==> src/rtl/hgcal_fc_pkg.sv <==
// Shared fast-control constants: source slot indices, drop counter width, default idle gap.
package hgcal_fc_pkg;

    localparam int FC_MIN_GAP_DEFAULT = 1;
    localparam int FC_DROP_CNT_W      = 8;

    localparam int FC_SRC_LINK_RESET = 0;
    localparam int FC_SRC_ECR        = 1;
    localparam int FC_SRC_CALIB      = 2;
    localparam int FC_SRC_SPARE      = 3;

    typedef enum logic {
        ARB_FIXED       = 1'b0,
        ARB_ROUND_ROBIN = 1'b1
    } arb_mode_e;

endpackage

==> src/rtl/hgcal_fc_rr_arbiter.sv <==
// Combinational single-grant arbiter: lowest index first, or first index after pointer (wrapping).
module hgcal_fc_rr_arbiter
    import hgcal_fc_pkg::*;
#(
    parameter  int N_REQ = 4,
    localparam int ID_W  = $clog2(N_REQ)
) (
    input  logic [N_REQ-1:0] request,
    input  logic [ID_W-1:0]  pointer,
    input  arb_mode_e        mode,
    output logic [N_REQ-1:0] grant,
    output logic [ID_W-1:0]  grant_id
);

    logic            found;
    logic [ID_W-1:0] idx_sel;
    int              idx;

    always_comb begin
        grant    = '0;
        grant_id = '0;
        found    = 1'b0;
        idx      = 0;
        idx_sel  = '0;
        for (int k = 0; k < N_REQ; k++) begin
            if (mode == ARB_FIXED) begin
                idx = k;
            end else begin
                idx = int'(pointer) + 1 + k;
                if (idx >= N_REQ) begin
                    idx = idx - N_REQ;
                end
            end
            idx_sel = ID_W'(idx);
            if (request[idx_sel] && !found) begin
                found    = 1'b1;
                grant_id = idx_sel;
            end
        end
        if (found) begin
            grant[grant_id] = 1'b1;
        end
    end

endmodule

==> src/rtl/hgcal_fc_single_shot_scheduler.sv <==
// Shares the fast-control command slot between single-shot requesters with an enforced idle gap.
module hgcal_fc_single_shot_scheduler
    import hgcal_fc_pkg::*;
#(
    parameter  int N_REQ       = 4,
    parameter  int ROUND_ROBIN = 0,
    parameter  int MIN_GAP     = FC_MIN_GAP_DEFAULT,
    localparam int ID_W        = $clog2(N_REQ)
) (
    input  logic                     clk40,
    input  logic                     reset_n,
    input  logic [N_REQ-1:0]         request,
    input  logic [N_REQ-1:0]         enable,
    input  logic                     veto,
    output logic [N_REQ-1:0]         pending,
    output logic                     fire,
    output logic [N_REQ-1:0]         fire_onehot,
    output logic [ID_W-1:0]          fire_id,
    output logic [FC_DROP_CNT_W-1:0] drop_count
);

    localparam int CNT_W = $clog2(N_REQ + 1);

    logic [N_REQ-1:0]         was_request_reg;
    logic [N_REQ-1:0]         pending_reg, pending_next;
    logic [3:0]               gap_reg;
    logic [ID_W-1:0]          rr_ptr_reg;
    logic                     fire_reg;
    logic [N_REQ-1:0]         fire_onehot_reg;
    logic [ID_W-1:0]          fire_id_reg;
    logic [FC_DROP_CNT_W-1:0] drop_count_reg, drop_count_next;

    logic [N_REQ-1:0]         req_edge;
    logic [N_REQ-1:0]         eligible;
    logic [N_REQ-1:0]         arb_grant;
    logic [ID_W-1:0]          arb_id;
    logic                     decide;
    logic [N_REQ-1:0]         grant_vec;
    logic [N_REQ-1:0]         drop_vec;
    logic [CNT_W-1:0]         drop_inc;
    logic [FC_DROP_CNT_W:0]   drop_sum;

    assign req_edge  = request & ~was_request_reg & enable;
    assign eligible  = pending_reg & enable;
    assign decide    = (gap_reg == 4'd0) && !veto && (eligible != '0);
    assign grant_vec = decide ? arb_grant : '0;

    hgcal_fc_rr_arbiter #(
        .N_REQ (N_REQ)
    ) u_arb (
        .request  (eligible),
        .pointer  (rr_ptr_reg),
        .mode     ((ROUND_ROBIN != 0) ? ARB_ROUND_ROBIN : ARB_FIXED),
        .grant    (arb_grant),
        .grant_id (arb_id)
    );

    // A new edge outranks the grant so a request arriving in its own grant cycle is kept.
    for (genvar gi = 0; gi < N_REQ; gi++) begin : g_src
        assign pending_next[gi] = !enable[gi]   ? 1'b0 :
                                  req_edge[gi]  ? 1'b1 :
                                  grant_vec[gi] ? 1'b0 : pending_reg[gi];
        assign drop_vec[gi] = req_edge[gi] & pending_reg[gi] & ~grant_vec[gi];
    end

    always_comb begin
        drop_inc        = CNT_W'($countones(drop_vec));
        drop_sum        = {1'b0, drop_count_reg} + (FC_DROP_CNT_W + 1)'(drop_inc);
        drop_count_next = drop_sum[FC_DROP_CNT_W] ? '1 : drop_sum[FC_DROP_CNT_W-1:0];
    end

    always_ff @(posedge clk40 or negedge reset_n) begin
        if (!reset_n) begin
            was_request_reg <= '0;
            pending_reg     <= '0;
            gap_reg         <= 4'd0;
            rr_ptr_reg      <= ID_W'(N_REQ - 1);
            fire_reg        <= 1'b0;
            fire_onehot_reg <= '0;
            fire_id_reg     <= '0;
            drop_count_reg  <= '0;
        end else begin
            was_request_reg <= request;
            pending_reg     <= pending_next;
            drop_count_reg  <= drop_count_next;
            fire_reg        <= decide;
            fire_onehot_reg <= grant_vec;
            fire_id_reg     <= decide ? arb_id : '0;
            if (decide) begin
                gap_reg    <= 4'(MIN_GAP);
                rr_ptr_reg <= arb_id;
            end else if (gap_reg != 4'd0) begin
                gap_reg <= gap_reg - 4'd1;
            end
        end
    end

    assign pending     = pending_reg;
    assign fire        = fire_reg;
    assign fire_onehot = fire_onehot_reg;
    assign fire_id     = fire_id_reg;
    assign drop_count  = drop_count_reg;

endmodule

==> config.mk <==
export PLATFORM = sky130hd
export DESIGN_NAME = hgcal_fc_single_shot_scheduler
export DESIGN_NICKNAME = d
export VERILOG_FILES = /design/src/rtl/hgcal_fc_pkg.sv /design/src/rtl/hgcal_fc_rr_arbiter.sv /design/src/rtl/hgcal_fc_single_shot_scheduler.sv
export SDC_FILE = /design/constraint.sdc
export NUM_CORES = 1
export LEC_CHECK = 0
export ABC_AREA = 1
export CAP_MARGIN = 20
export CORE_MARGIN = 2
export CORE_UTILIZATION = 40
export CTS_BUF_LIST = sky130_fd_sc_hd__clkbuf_8
export DETAILED_ROUTE_END_ITERATION = 8
export PLACE_DENSITY = 0.7
export SLEW_MARGIN = 0
export SYNTH_ARGS = -nofsm -noshare
export SYNTH_HDL_FRONTEND = slang
export SYNTH_SLANG_ARGS = --single-unit
==> constraint.sdc <==
create_clock -name clk40 -period 3.2 [get_ports clk40]
set_input_delay 0.96 -clock clk40 [delete_from_list [all_inputs] [get_ports clk40]]
set_output_delay 0.96 -clock clk40 [all_outputs]
set_load 0.02 [all_outputs]
# Word level (Yosys, flattened, before mapping)
# Index checks and enable logic that the tools add are counted.
# classes
n_addsub	5
multipliers	0
n_bitwise	16
n_shift	0
mux	27
div_mod_pow	0
magnitude_cmp	2
n_eq_ne	4
reduce_logical	14
# op_table
op	count
$mux W1	18
$mux W4	4
$and A4 B4 Y4	3
$ne A3 B1 Y1 const B	4
$add A8 B3 Y9	1
$and A1 B1 Y1	8
$mux W8	1
$reduce_bool A4 Y1	2
$logic_and A1 B1 Y1	6
$mux W2	3
$add A1 B1 Y2	2
$logic_not A1 Y1	4
$logic_not A4 Y1	1
$not A1 Y1	4
$not A4 Y4	1
$sub A4 B1 Y4 const B	1
$add A2 B2 Y3	1
$lt A2 B3 Y1 const B	1
$demux W1 S2	1
$ge A2 B1 Y1 const B	1
$reduce_bool A2 Y1	1
# word_totals
regBits	27
out_inout_bits	19
mem_count	0
rom_bits	0
wordCells	78
latchBits	0
ram_bits	0
inputBits	11

# Logic depth before layout (Yosys ltp)
# depth
ltp_word	23
ltp_mapped	16
depth_no_buf	16

# By module
# A second synthesis with hierarchy kept.
# hier_totals
cells_unflattened	227
hier_area_um2	1734.2
# modules_own_cells
mod	area_per_inst_um2	n_inst	seq_area_each_um2	cells_per_inst
hgcal_fc_single_shot_scheduler	1357.6	1	728.2	148
hgcal_fc_rr_arbiter	376.6	1	0.0	79

# Worst setup path after synthesis
# No wires, ideal clock.
# synth_path
path_kind	input to register
from	input port enable[0]
to	register drop_count_reg[7], in the netlist drop_count[7]
cell_stages	15
setup_slack_ns	-0.068
path_buffers	0
required_time_ns	3.087
t_arrival_ns	3.155
cell_sequence	nand2_1 -> nand2_1 -> nor2_1 -> nand2_2 -> nand3_1 -> fa_1 -> inv_1 -> fa_1 -> fa_1 -> nand2_1 -> inv_1 -> nor2_1 -> nand3_1 -> nand2_1 -> inv_1
# synth_between
elab_chain_len	23
# synth_lines
element	line_no	text
start: declaration	hgcal_fc_single_shot_scheduler.sv:13	input logic [N_REQ-1:0] enable,
$and A4 B4 Y4	hgcal_fc_single_shot_scheduler.sv:44	assign eligible = pending_reg & enable;
$mux W1	hgcal_fc_rr_arbiter.sv:35	if (request[idx_sel] && !found) begin
$logic_not A1 Y1	hgcal_fc_rr_arbiter.sv:35	
$logic_and A1 B1 Y1	hgcal_fc_rr_arbiter.sv:35	
$mux W1	hgcal_fc_rr_arbiter.sv:35	
$logic_not A1 Y1	hgcal_fc_rr_arbiter.sv:35	
$logic_and A1 B1 Y1	hgcal_fc_rr_arbiter.sv:35	
$mux W1	hgcal_fc_rr_arbiter.sv:35	
[... 8 more ...]	-	
$mux W4	hgcal_fc_single_shot_scheduler.sv:46	assign grant_vec = decide ? arb_grant : '0;
$not A1 Y1	hgcal_fc_single_shot_scheduler.sv:63	assign drop_vec[gi] = req_edge[gi] & pending_reg[gi] & ~grant_vec[gi];
$and A1 B1 Y1	hgcal_fc_single_shot_scheduler.sv:63	
$add A1 B1 Y2 (not written as such)	hgcal_fc_single_shot_scheduler.sv:67	drop_inc = CNT_W'($countones(drop_vec));
$add A2 B2 Y3 (not written as such) *	hgcal_fc_single_shot_scheduler.sv:67	
$add A8 B3 Y9 *	hgcal_fc_single_shot_scheduler.sv:68	drop_sum = {1'b0, drop_count_reg} + (FC_DROP_CNT_W + 1)'(drop_inc);
$mux W8 *	hgcal_fc_single_shot_scheduler.sv:69	drop_count_next = drop_sum[FC_DROP_CNT_W] ? '1 : drop_sum[FC_DROP_CNT_W-1:0];
via drop_count_next[7]	hgcal_fc_single_shot_scheduler.sv:31	logic [FC_DROP_CNT_W-1:0] drop_count_reg, drop_count_next;
end signal: assignment	hgcal_fc_single_shot_scheduler.sv:85	drop_count_reg <= drop_count_next;
end: declaration	hgcal_fc_single_shot_scheduler.sv:31	
# Mark *: on every way through the listed nets, which the timed path passes. The rest lies on a longest branch.
# A chain may end at the register's enable or synchronous reset.

# Worst setup path after layout
# layout_path
from	input port enable[2]
to	register drop_count_reg[7], in the netlist drop_count[7]
# layout_between
elab_chain_len	18
# layout_lines
element	line_no	text
$and A4 B4 Y4	hgcal_fc_single_shot_scheduler.sv:44	
$logic_and A1 B1 Y1	hgcal_fc_rr_arbiter.sv:35	
$mux W1	hgcal_fc_rr_arbiter.sv:35	
$logic_not A1 Y1	hgcal_fc_rr_arbiter.sv:35	
$logic_and A1 B1 Y1	hgcal_fc_rr_arbiter.sv:35	
$mux W2	hgcal_fc_rr_arbiter.sv:35	
$lt A2 B3 Y1 (not written as such) or $ge A2 B1 Y1 (tied branches)	hgcal_fc_rr_arbiter.sv:41	grant[grant_id] = 1'b1;
$logic_and A1 B1 Y1 (not written as such)	hgcal_fc_rr_arbiter.sv:41	
[... 3 more ...]	-	
$mux W4	hgcal_fc_single_shot_scheduler.sv:46	
$not A1 Y1	hgcal_fc_single_shot_scheduler.sv:63	
$and A1 B1 Y1	hgcal_fc_single_shot_scheduler.sv:63	
$add A1 B1 Y2 (not written as such)	hgcal_fc_single_shot_scheduler.sv:67	
$add A2 B2 Y3 (not written as such) *	hgcal_fc_single_shot_scheduler.sv:67	
$add A8 B3 Y9 *	hgcal_fc_single_shot_scheduler.sv:68	
$mux W8 *	hgcal_fc_single_shot_scheduler.sv:69	
via drop_count_next[7]	hgcal_fc_single_shot_scheduler.sv:31	
# Marks and branches as above.

==> run summary <==
status = finished, final reports clean
delay-heaviest family, CP = adder cells
Seq cells post-synth = 27
share of layout cells above drive strength 1 = 0.277
post-synthesis compound-gate area fraction = 0.0410
Slew @ Worst Pin = 0.342 ns
simple-gate share of the synthesized area = 0.280
vias in the first global route = 1230
main combinational cell family by area after synthesis = simple AND/OR/NAND/NOR gates
total chip power = 1100 uW
PwrDens = 563 nW/um2
commonest non-fill, non-tap cell in the layout = buf_4
Synth Area in Adders = 0.0664
drt pass-1 iters = 4
slowest stage delay, CP = 0.59 ns
crit-path max FO = 5
initial antenna violation count = 0
startpoint types = input port
routability cong. = 0.834
Worst Skew = 0.00359 ns
H-tree levels = 1
CP Class = in2reg
CTS Buf Count = 3
final setup fails = 0
I/O pin cnt = 30
Syn Std Cell Area = 1280 um2
normalized max-slew margin = 0.772
Hold Slack = 0.506 ns
Chip Width = 60.6 um
port bufs = 29
post-synthesis sequential area ratio = 0.527
period utilization = 0.975
max reg flops = 8
crit-path cells = clkdlybuf4s15_1, nand2_1, nor2_1, nand2_2, nand3_2, fa_1, inv_2, fa_2, fa_2, nand2_4, inv_4, nor2_1, nand3_1, nand2_1, inv_1
Final WS setup = 0.0808 ns
core area = 3050 um2
Required @ worst endpoint = 3.38 ns
most frequent cells in the layout = 32 x buf_4, 31 x nand2_1, 27 x dfrtp_1, 26 x inv_1, 23 x clkdlybuf4s50_1
drt wl/cell = 12.5 um
initial DRC count = 26
Post-Route WL = 3200 um
FF+latch area = 676 um2
dpl cells = 232
Clock Tree Root = clkbuf_8
Vias/cell = 4.60
leakage = 0.00105 uW
Cell variety after synth = 17
CP max-delay cell = fa_1
final hold violations = 0
GRT overflow = 0
area of the multi-input gates = 534 um2
placed wire-length estimate = 2020 um
Starting Density = 0.420
DP Worst Slack = -0.485 ns
non-filler cells, final = 257
n_diodes = 0
Post-Synthesis Cells = 147
Synth area leaders = dfrtp_1 53%, nand2_1 10%, inv_1 8.2%
largest net degree at the start of global routing = 28
Mapped Nets = 163
Syn-to-layout area delta = 52.1%
clock sink count = 27
crit path DAT = 3.30 ns
routed vias = 1183
CTS clock-pin slew for the worst setup and hold paths = 0.09 ns
first-pass GRT wire length = 5460 um
Synth Area in XOR/XNOR = 0
Die ar. = 3670 um2
Max Cap Viol = 0
Peak VDD IR = 0.000291 V
GR Util All Layers = 0.204
Die H = 60.6 um
# nets final = 230
Longest Clk Path Bufs = 2
Final ANT Viol Nets = 0
worst skew pair latency = 0.27 ns
cell taking the most area after synthesis = dfrtp_1
Max Slew Vio Count = 0
synthesized area per cell = 8.72 um2
DR DRC count = 0
Yosys top cell area share = 0.527
row count = 20
crit path time final = 3.12 ns
CP endpoint kind = register
maximum clock frequency = 321 MHz
mux cell area share after synthesis = 0
fillcell total = 268
TritonCTS clock tree = yes
Worst Hold Class = reg2reg
Buf+Inv Stages, Crit Path = 4
Ys Warns = 0
[final timing paths]
path | from | endpoint | slack [ns] | depth (start not counted)
worst max-delay path | enable[2] | drop_count[7] | 0.08 | 15
worst min-delay path | was_request_reg[1] | pending[1] | 0.51 | 3
worst max register to register | gap_reg[0] | drop_count[7] | 0.20 | 16
worst min register to register | was_request_reg[1] | pending[1] | 0.51 | 3
max in group asynchronous | reset_n | pending[1] | 1.89 | 2
min in group asynchronous | reset_n | was_request_reg[0] | 1.05 | 2
[tightest hold or removal path, stage by stage (launching register included)]
cell and delay, ns:
dfrtp_1 0.33, nor2_1 0.05, inv_1 0.04, nand2_1 0.05
[cells in the mapped netlist]
cell type / count
nor2_4: 2
o21ai_0: 9
dfrtp_1: 27
nand4_1: 2
nand2_1: 35
inv_1: 28
a22oi_1: 1
inv_2: 1
nand3_1: 15
nand3b_1: 1
nand3_4: 1
ha_1: 2
fa_1: 3
nor2_1: 16
nor3_2: 1
nand2_2: 2
nand3_2: 1
[metal layers]
| layer | vias to the layer above | wire length, um | part of all wire | GRT usage |
|---|---|---|---|---|
| met5 | - | 0 | 0 | 0 |
| met4 | 0 | 40 | 0.012 | 0.0559 |
| met3 | 4 | 133 | 0.042 | 0.0256 |
| met2 | 35 | 1750 | 0.55 | 0.363 |
| met1 | 561 | 1280 | 0.40 | 0.261 |
| li1 | 583 | - | - | - |
[power breakdown]
group / total, uW / internal (uW) / switching (uW)
registers: 472 / 408 / 64.3
clock network: 189 / 86.1 / 103
logic: 436 / 202 / 235
[metrics by stage]
stage,TNS [ns],utilization,instance area (um2)
2_1_floorplan,0,-,1290
3_3_place_gp,-3.17,0.564,1720
3_5_place_dp,-3.68,0.564,1720
4_1_cts,0,0.632,1930
5_1_grt,-0.000268,0.639,1950
6_report,0,0.639,1950
[timing repair]
| action | 4_1_cts | 5_1_grt |
|---|---|---|
| hold buffers | 0 | 0 |
| endpoints found under the setup margin | 8 | 11 |
| setup buffers | 19 | 2 |
| resized for setup | 14 | 13 |
| pin swaps | 10 | 10 |
[cells by family after synthesis]
kind of cell             Yosys count
AO/OA/AOI/OAI                     10
adder cells (fa/ha/maj)            5
buffers and inverters             29
flip-flops                        27
AND/OR/NAND/NOR                   76
[final cells by class]
type / count / share of cell area
Multi-Input combinational cell: 91 / 0.274
Inverter: 29 / 0.0571
Timing Repair Buffer: 62 / 0.271
Clock buffer: 3 / 0.0212
Tap cell: 44 / 0.0282
Clock inverter: 1 / 0.00193
Sequential cell: 27 / 0.347
No activity file was read; power rests on OpenSTA's default activity.
